<file path="src/rtl/io_bus_pkg.sv">
// io_bus_pkg: FSM states, access size codes and exception codes shared by the bus initiator.
package io_bus_pkg;
    typedef enum logic [1:0] {IDLE, ISSUE, DONE} state_t;
    localparam logic [1:0] SZ_B = 2'd0;
    localparam logic [1:0] SZ_H = 2'd1;
    localparam logic [1:0] SZ_W = 2'd2;
    localparam logic [1:0] EXC_NONE    = 2'd0;
    localparam logic [1:0] EXC_ALIGN   = 2'd1;
    localparam logic [1:0] EXC_TIMEOUT = 2'd2;
    // Size code 3 behaves as a word, so any size with bit 1 set needs a word-aligned address
    function automatic logic misaligned(input logic [1:0] size, input logic [1:0] lo);
        return (size == SZ_H && lo[0]) || (size[1] && lo != 2'd0);
    endfunction
endpackage

</file>
<file path="src/rtl/io_bus_if.sv">
// io_bus_if: peripheral register bus (word address, byte lanes, read strobe, write/read data, ready).
interface io_bus_if #(parameter int ADDR_W = 32);
    logic [ADDR_W-3:0] bus_addr;
    logic [3:0]        bus_byteEn;
    logic              bus_rd_en;
    logic [31:0]       bus_WD;
    logic [31:0]       bus_RD;
    logic              bus_ready;
    modport master (output bus_addr, bus_byteEn, bus_rd_en, bus_WD, input bus_RD, bus_ready);
    modport slave  (input bus_addr, bus_byteEn, bus_rd_en, bus_WD, output bus_RD, bus_ready);
endinterface

</file>
<file path="src/rtl/io_lane_align.sv">
// io_lane_align: maps access size and address offset to byte lanes, replicated write data and
// aligned, sign/zero-extended read data.
module io_lane_align
    import io_bus_pkg::*;
(
    input  logic [1:0]  size,
    input  logic [1:0]  lo,
    input  logic        sgn,
    input  logic [31:0] wdata,
    input  logic [31:0] rd,
    output logic [3:0]  byte_en,
    output logic [31:0] wd,
    output logic [31:0] rdata
);
    logic [31:0] sh;
    assign sh = rd >> {lo, 3'b000};
    always_comb begin
        byte_en = size == SZ_B ? 4'b0001 << lo : size == SZ_H ? 4'b0011 << {lo[1], 1'b0} : 4'b1111;
        wd      = size == SZ_B ? {4{wdata[7:0]}} : size == SZ_H ? {2{wdata[15:0]}} : wdata;
        rdata   = size == SZ_B ? {{24{sgn & sh[7]}}, sh[7:0]} :
                  size == SZ_H ? {{16{sgn & sh[15]}}, sh[15:0]} : sh;
    end
endmodule

</file>
<file path="src/rtl/io_bus_initiator.sv">
// io_bus_initiator: turns one CPU load/store into a single peripheral bus transaction.
// Define BUS_TIMEOUT_EN to abort an ISSUE that sees no bus_ready for TIMEOUT_CYC cycles.
module io_bus_initiator
    import io_bus_pkg::*;
#(
    parameter int ADDR_W      = 32,
    parameter int TIMEOUT_CYC = 16
) (
    input  logic              clk,
    input  logic              reset,
    input  logic              cpu_req,
    input  logic              cpu_we,
    input  logic [1:0]        cpu_size,
    input  logic              cpu_signed,
    input  logic [ADDR_W-1:0] cpu_addr,
    input  logic [31:0]       cpu_wdata,
    output logic              cpu_stall,
    output logic              cpu_done,
    output logic [31:0]       cpu_rdata,
    output logic [1:0]        cpu_exc,
    io_bus_if.master          bus
);
    state_t            state, state_nxt;
    logic              we_q, sgn_q, tmo, misalign, issue, accept;
    logic [1:0]        size_q, exc_q;
    logic [ADDR_W-1:0] addr_q;
    logic [31:0]       wdata_q, rdata_q, wd, rd_ext;
    logic [3:0]        be;

    io_lane_align u_align (
        .size    (size_q),
        .lo      (addr_q[1:0]),
        .sgn     (sgn_q),
        .wdata   (wdata_q),
        .rd      (bus.bus_RD),
        .byte_en (be),
        .wd      (wd),
        .rdata   (rd_ext)
    );

    assign misalign = misaligned(cpu_size, cpu_addr[1:0]);
    assign issue    = state == ISSUE;
    assign accept   = state == IDLE && cpu_req;

`ifdef BUS_TIMEOUT_EN
    localparam int CNT_W = $clog2(TIMEOUT_CYC) + 1;
    logic [CNT_W-1:0] cnt;
    assign tmo = cnt == CNT_W'(TIMEOUT_CYC - 1);
    // Counts ISSUE cycles without ready; sits at zero outside ISSUE so every entry starts fresh
    always_ff @(posedge clk or negedge reset)
        if (!reset) cnt <= '0;
        else cnt <= issue && !bus.bus_ready ? cnt + 1'b1 : '0;
`else
    assign tmo = 1'b0;
`endif

    always_ff @(posedge clk or negedge reset)
        if (!reset) state <= IDLE;
        else state <= state_nxt;

    always_comb begin
        state_nxt      = state == IDLE  ? (cpu_req ? (misalign ? DONE : ISSUE) : IDLE) :
                         state == ISSUE ? (bus.bus_ready || tmo ? DONE : ISSUE) : IDLE;
        cpu_stall      = reset & (accept | issue);
        cpu_done       = state == DONE;
        cpu_rdata      = cpu_done ? rdata_q : '0;
        cpu_exc        = cpu_done ? exc_q : EXC_NONE;
        bus.bus_addr   = issue ? addr_q[ADDR_W-1:2] : '0;
        bus.bus_byteEn = issue && we_q ? be : 4'b0000;
        bus.bus_rd_en  = issue && !we_q;
        bus.bus_WD     = issue && we_q ? wd : '0;
    end

    always_ff @(posedge clk or negedge reset)
        if (!reset) begin
            we_q    <= 1'b0;
            sgn_q   <= 1'b0;
            size_q  <= SZ_B;
            addr_q  <= '0;
            wdata_q <= '0;
            rdata_q <= '0;
            exc_q   <= EXC_NONE;
        end else begin
            if (accept) begin
                we_q    <= cpu_we;
                sgn_q   <= cpu_signed;
                size_q  <= cpu_size;
                addr_q  <= cpu_addr;
                wdata_q <= cpu_wdata;
                rdata_q <= '0;
                exc_q   <= misalign ? EXC_ALIGN : EXC_NONE;
            end
            if (issue && bus.bus_ready) rdata_q <= we_q ? '0 : rd_ext;
            else if (issue && tmo) exc_q <= EXC_TIMEOUT;
        end
endmodule

</file>
<file path="src/flat_wrapper.sv">
// flat-port wrapper written by rule: the top's interface ports become plain ports
module io_bus_initiator_flat import io_bus_pkg::*;
#(
    parameter int ADDR_W      = 32,
    parameter int TIMEOUT_CYC = 16
)
  (clk, reset, cpu_req, cpu_we, cpu_size, cpu_signed, cpu_addr, cpu_wdata, cpu_stall, cpu_done, cpu_rdata, cpu_exc, bus_bus_addr, bus_bus_byteEn, bus_bus_rd_en, bus_bus_WD, bus_bus_RD, bus_bus_ready);
  io_bus_if #(.ADDR_W(ADDR_W)) bus_i ();
  input  logic clk;
  input  logic reset;
  input  logic cpu_req;
  input  logic cpu_we;
  input  logic [1:0] cpu_size;
  input  logic cpu_signed;
  input  logic [ADDR_W-1:0] cpu_addr;
  input  logic [31:0] cpu_wdata;
  output logic cpu_stall;
  output logic cpu_done;
  output logic [31:0] cpu_rdata;
  output logic [1:0] cpu_exc;
  output wire logic [$bits(bus_i.bus_addr)-1:0] bus_bus_addr;
  output wire logic [$bits(bus_i.bus_byteEn)-1:0] bus_bus_byteEn;
  output wire logic [$bits(bus_i.bus_rd_en)-1:0] bus_bus_rd_en;
  output wire logic [$bits(bus_i.bus_WD)-1:0] bus_bus_WD;
  input wire logic [$bits(bus_i.bus_RD)-1:0] bus_bus_RD;
  input wire logic [$bits(bus_i.bus_ready)-1:0] bus_bus_ready;
  assign bus_bus_addr = bus_i.bus_addr;
  assign bus_bus_byteEn = bus_i.bus_byteEn;
  assign bus_bus_rd_en = bus_i.bus_rd_en;
  assign bus_bus_WD = bus_i.bus_WD;
  assign bus_i.bus_RD = bus_bus_RD;
  assign bus_i.bus_ready = bus_bus_ready;
  io_bus_initiator #(.ADDR_W(ADDR_W), .TIMEOUT_CYC(TIMEOUT_CYC)) u_core (.clk(clk), .reset(reset), .cpu_req(cpu_req), .cpu_we(cpu_we), .cpu_size(cpu_size), .cpu_signed(cpu_signed), .cpu_addr(cpu_addr), .cpu_wdata(cpu_wdata), .cpu_stall(cpu_stall), .cpu_done(cpu_done), .cpu_rdata(cpu_rdata), .cpu_exc(cpu_exc), .bus(bus_i));
endmodule
</file>
<file path="config.mk">
export PLATFORM = sky130hd
export DESIGN_NAME = io_bus_initiator_flat
export DESIGN_NICKNAME = d
export VERILOG_FILES = /design/src/rtl/io_bus_pkg.sv /design/src/rtl/io_bus_if.sv /design/src/rtl/io_lane_align.sv /design/src/rtl/io_bus_initiator.sv /design/src/flat_wrapper.sv
export SDC_FILE = /design/constraint.sdc
export NUM_CORES = 1
export LEC_CHECK = 0
export BUFFER_PORTS_ARGS = -buffer_cell sky130_fd_sc_hd__buf_4
export CAP_MARGIN = 10
export CORE_UTILIZATION = 54
export DETAILED_ROUTE_END_ITERATION = 7
export PLACE_DENSITY = 0.86
export SYNTH_ARGS = -nofsm -noshare
export SYNTH_HDL_FRONTEND = slang
export SYNTH_HIERARCHICAL = 1
export SYNTH_SLANG_ARGS = --single-unit
export TNS_END_PERCENT = 30
</file>
<file path="constraint.sdc">
create_clock -name clk -period 3.3 [get_ports clk]
set_input_delay 0.66 -clock clk [delete_from_list [all_inputs] [get_ports clk]]
set_output_delay 0.66 -clock clk [all_outputs]
set_load 0.05 [all_outputs]
</file>
### After elaboration in Yosys (flattened, before gate mapping)

Index checks and enable logic that the tools add are counted.

| cells by class | value |
|---|---|
| eq/ne operators | 4 |
| shifts and indexed selects | 3 |
| mux-type cells | 20 |
| bitwise logic cells | 4 |
| reductions and logical operators | 12 |

Operators by type and width:

| kind | number |
|---|---|
| $mux W32 | 9 |
| $shr A32 B5 Y32 | 1 |
| $mux W30 | 1 |
| $mux W2 | 6 |
| $mux W4 | 3 |
| $eq A2 B1 Y1 const B | 3 |
| $logic_and A1 B1 Y1 | 6 |
| $logic_not A2 Y1 | 2 |
| $reduce_bool A2 Y1 | 2 |
| $shl A1 B2 Y4 const A | 1 |
| $shl A2 B2 Y4 const A | 1 |
| $and A1 B1 Y1 | 3 |
| $eq A2 B2 Y1 const B | 1 |
| $logic_not A1 Y1 | 1 |
| $logic_or A1 B1 Y1 | 1 |
| $mux W1 | 1 |
| $or A1 B1 Y1 | 1 |

| word-level totals | value |
|---|---|
| bits in registers | 104 |
| output and inout port bits | 103 |
| word-level logic and storage cells | 51 |

### Longest topological paths before layout

| depth | value |
|---|---|
| depth after elaboration | 6 |
| depth in mapped cells | 7 |
| depth with buffers taken out | 5 |

### Hierarchy

The synthesis kept the hierarchy.

Modules (own cells, without submodules):

| module | times used | cells each | area each (µm²) | sequential area each (µm²) |
|---|---|---|---|---|
| io_bus_initiator | 1 | 349 | 4521.8 | 2577.5 |
| io_lane_align | 1 | 168 | 1164.9 | 0.0 |

### Worst setup path after synthesis

No wires, ideal clock.

| timing | value |
|---|---|
| path type | register to output |
| from | register u_core.state[0] |
| to | output port cpu_rdata[22] |
| data arrival time | 1.775 ns |
| data required time | 2.640 ns |
| setup slack | 0.865 ns |
| stages on the path, launching flop included | 4 |
| path through | dfrtp_1 nor2b_1 clkbuf_1 and2_1 |

| between the ends | value |
|---|---|
| cells in the longest elaborated chain, start to end | 2 |

Ends and longest elaborated chain:

| what | RTL line | source |
|---|---|---|
| start: declaration | io_bus_initiator.sv:23 | `state_t state, state_nxt;` |
| start signal: assignment | io_bus_initiator.sv:59 | `else state <= state_nxt;` |
| $eq A2 B2 Y1 | io_bus_initiator.sv:65 | `cpu_done = state == DONE;` |
| via cpu_done | flat_wrapper.sv:18 | `output logic cpu_done;` |
| $mux W32 | io_bus_initiator.sv:66 | `cpu_rdata = cpu_done ? rdata_q : '0;` |
| end: declaration | flat_wrapper.sv:19 | `output logic [31:0] cpu_rdata;` |

The timed path passes the listed nets, and every way through them passes these cells.

### Worst setup path in the final report

| timing | value |
|---|---|
| from | register u_core.state[1] |
| to | output port bus_bus_WD[9] |

| between the ends | value |
|---|---|
| cells in the longest elaborated chain, start to end | 3 |

Ends and longest elaborated chain:

| what | RTL line | source |
|---|---|---|
| $eq A2 B1 Y1 | io_bus_initiator.sv:42 | `assign issue = state == ISSUE;` |
| $logic_and A1 B1 Y1 | io_bus_initiator.sv:71 | `bus.bus_WD = issue && we_q ? wd : '0;` |
| $mux W32 | io_bus_initiator.sv:71 |  |
| end: declaration | flat_wrapper.sv:24 | `output wire logic [$bits(bus_i.bus_WD)-1:0] bus_bus_WD;` |

No other way between the ends.

==> out/metrics.csv <==
metric,value,unit
outcome,"complete, no violations",
row count,37,
CTS tree,built,
largest cells by area after synthesis,"dfrtp_1 45%, mux2_2 17%, and2_1 7.2%",
via count,4649,
Vias/cell,5.56,
RSZ-0062 raised after global routing,no,
Max Cap Viol,0,
Cells after Synth,517,
worst hold margin,407,ps
CTS buffer count,9,
Min-Delay Path Class,input pin to async pin,
share of Yosys cell area claimed by the top area cell type,0.453,
gpl congestion,0.857,
H-tree levels,3,
Power Density,650,nW/um^2
antenna-violating nets left,0,
Peak Freq,377,MHz
die width,105,microns
Skew-Pair Late Insertion Delay,360,ps
"Remaining Overflow, GRT",0,
Main synth FF type,dfrtp_1,
CP Data Arrival Time,2000,ps
worst slew pin tran,1030,ps
I/O pin count,207,
# port buffers,205,
Async SR Flop Fraction,1.00,
Critical Path Fanout Max,54,
initial antenna violation count,0,
Diodes inserted,0,
Syn Area/Cell,11.0,sq um
first-pass GRT wire length,24700,microns
cts hold-fix bufs,0,
leakage,3.77,nW
clk root buf,clkbuf_8,
CP startpoint kind,flip-flop,
Initial Utilization,0.553,
final wirelength,15100,microns
Peak VDD IR,0.383,mV
core area,10300,sq um
syn nets,621,
synth cell count leaders,"103 x dfrtp_1, 86 x mux2_2, 65 x and2_1, 36 x and3_1, 33 x a22o_1",
setup_tns,0,ps
share of layout cells above drive strength 1,0.469,
"setup slack, reg-to-reg",1210,ps
vias in the first global route,4831,
number of synthesized flops with an enable pin,0,
clk sinks,103,
Final #Nets,799,
drt pass-1 iters,5,
headroom to the max-slew limit,0.313,
largest net degree at the start of global routing,63,
drt wl/cell,18.1,microns
post-CTS setup buffer count,0,
Unique masters post-synth,36,
Max clock buf depth,2,
Setup CP Type,flip-flop to primary output,
Synthesis Warnings,6,
"CTS clk-pin slew, worst paths",100,ps
"area leader, netlist",dfrtp_1,
DPL Wire Length,10900,microns
drt drc,0,
Final Cycle Share,0.805,
Final min period,2660,ps
Worst Skew,7.19,ps
Total GRT Usage,0.286,
die height,105,microns
synthesized flop and latch total,103,
final setup fails,0,
final hold vios,0,
most frequent cell after synthesis,dfrtp_1,
fin. max-slew vios,0,
synthesized cell area,5690,sq um
post_cts resized,0,
1st-iter DRT viols,254,
Area Growth Syn to Fin,30.6,%
"Req. time, crit path",2640,ps
sequential fraction of the synthesis area,0.453,
Worst Setup End Kind,primary output,
area of the die,10900,sq um
## metrics by stage
stage,instance area (sq um),setup slack [ps],std cells,utilization,power (mW)
2_1_floorplan,5690,865,517,-,3.45
3_3_place_gp,7220,1070,820,0.702,3.94
3_5_place_dp,7220,1030,820,0.702,4.01
4_1_cts,7430,649,836,0.723,4.84
5_1_grt,7430,549,836,0.723,5.09
6_report,7430,644,836,0.723,4.82
## logic make-up (layout without fill, tap and decap cells)
kind of cell	after synthesis	count (layout)	synth area share
compound gates	95	95	0.116
buf+inv	54	237	0.0543
flops	103	103	0.453
mux	110	110	0.217
other cells	1	1	0.000659
simple gates	154	154	0.159
## routing by layer
layer | routed length, microns | track usage | vias to the layer above | share of wire
met3 | 1350 | 0.0811 | 22 | 0.089
met1 | 6130 | 0.361 | 2246 | 0.41
li1 | - | - | 2172 | -
met2 | 7310 | 0.470 | 209 | 0.48
met5 | 0 | 0 | - | 0
met4 | 306 | 0.102 | 0 | 0.020
## final timing paths
check / to / depth (start not counted) / start
max in group asynchronous: u_core/addr_q[1]$_DFFE_PN0P_ / 2 / reset
min: u_core/rdata_q[31]$_DFFE_PN0P_ / 2 / reset
max reg2reg: u_core/rdata_q[17]$_DFFE_PN0P_ / 6 / u_core/addr_q[1]$_DFFE_PN0P_
max: bus_bus_WD[9] / 4 / u_core/state[1]$_DFF_PN0_
min in group clk: u_core/exc_q[0]$_DFFE_PN0P_ / 1 / u_core/exc_q[0]$_DFFE_PN0P_
min reg2reg: u_core/exc_q[0]$_DFFE_PN0P_ / 1 / u_core/exc_q[0]$_DFFE_PN0P_
## cells in the final DEF (no fill, tap or decap), types with 3 or more instances in the layout
cell      instances
nor2_1           12
o21ai_0          12
nand2b_1          3
nand2_1          19
a21oi_1          23
nor2b_1          10
mux2i_1          22
dfrtp_1         103
a22o_1           33
and2_1           65
a211oi_1          7
o21ai_1           6
and3_1           36
buf_4           217
inv_1             3
mux2_2           86
clkbuf_8         10
a21o_1            8
## state kept, by name (all words and copies together) (netlist names)
signal and cells:
u_core/sgn_q 1, u_core/exc_q 1, u_core/addr_q 32, u_core/wdata_q 32, u_core/rdata_q 32, u_core/state 2, u_core/we_q 1, u_core/size_q 2
## critical path, cell delays in order (launching register included)
cell     delay [ps]
dfrtp_1         430
and2b_1         480
buf_12          260
and3_1          230
buf_4           210
## where the power goes
group | leakage, nW | switching, mW | internal [mW]
combinational | 2.39 | 1.25 | 0.934
clock | 0.103 | 0.444 | 0.376
sequential | 1.27 | 0.238 | 1.58
total | 3.77 | 1.93 | 2.89
## cell type report
type	instances	area, sq um
inverters	3	11.3
flip-flops and latches	103	2580
repair buffers	218	1650
well taps	136	170
fillers	751	2850
clock buffers	10	138
clock inverters	6	68.8
multi-input cells	360	2810
Power figures use the tool's default switching activity.
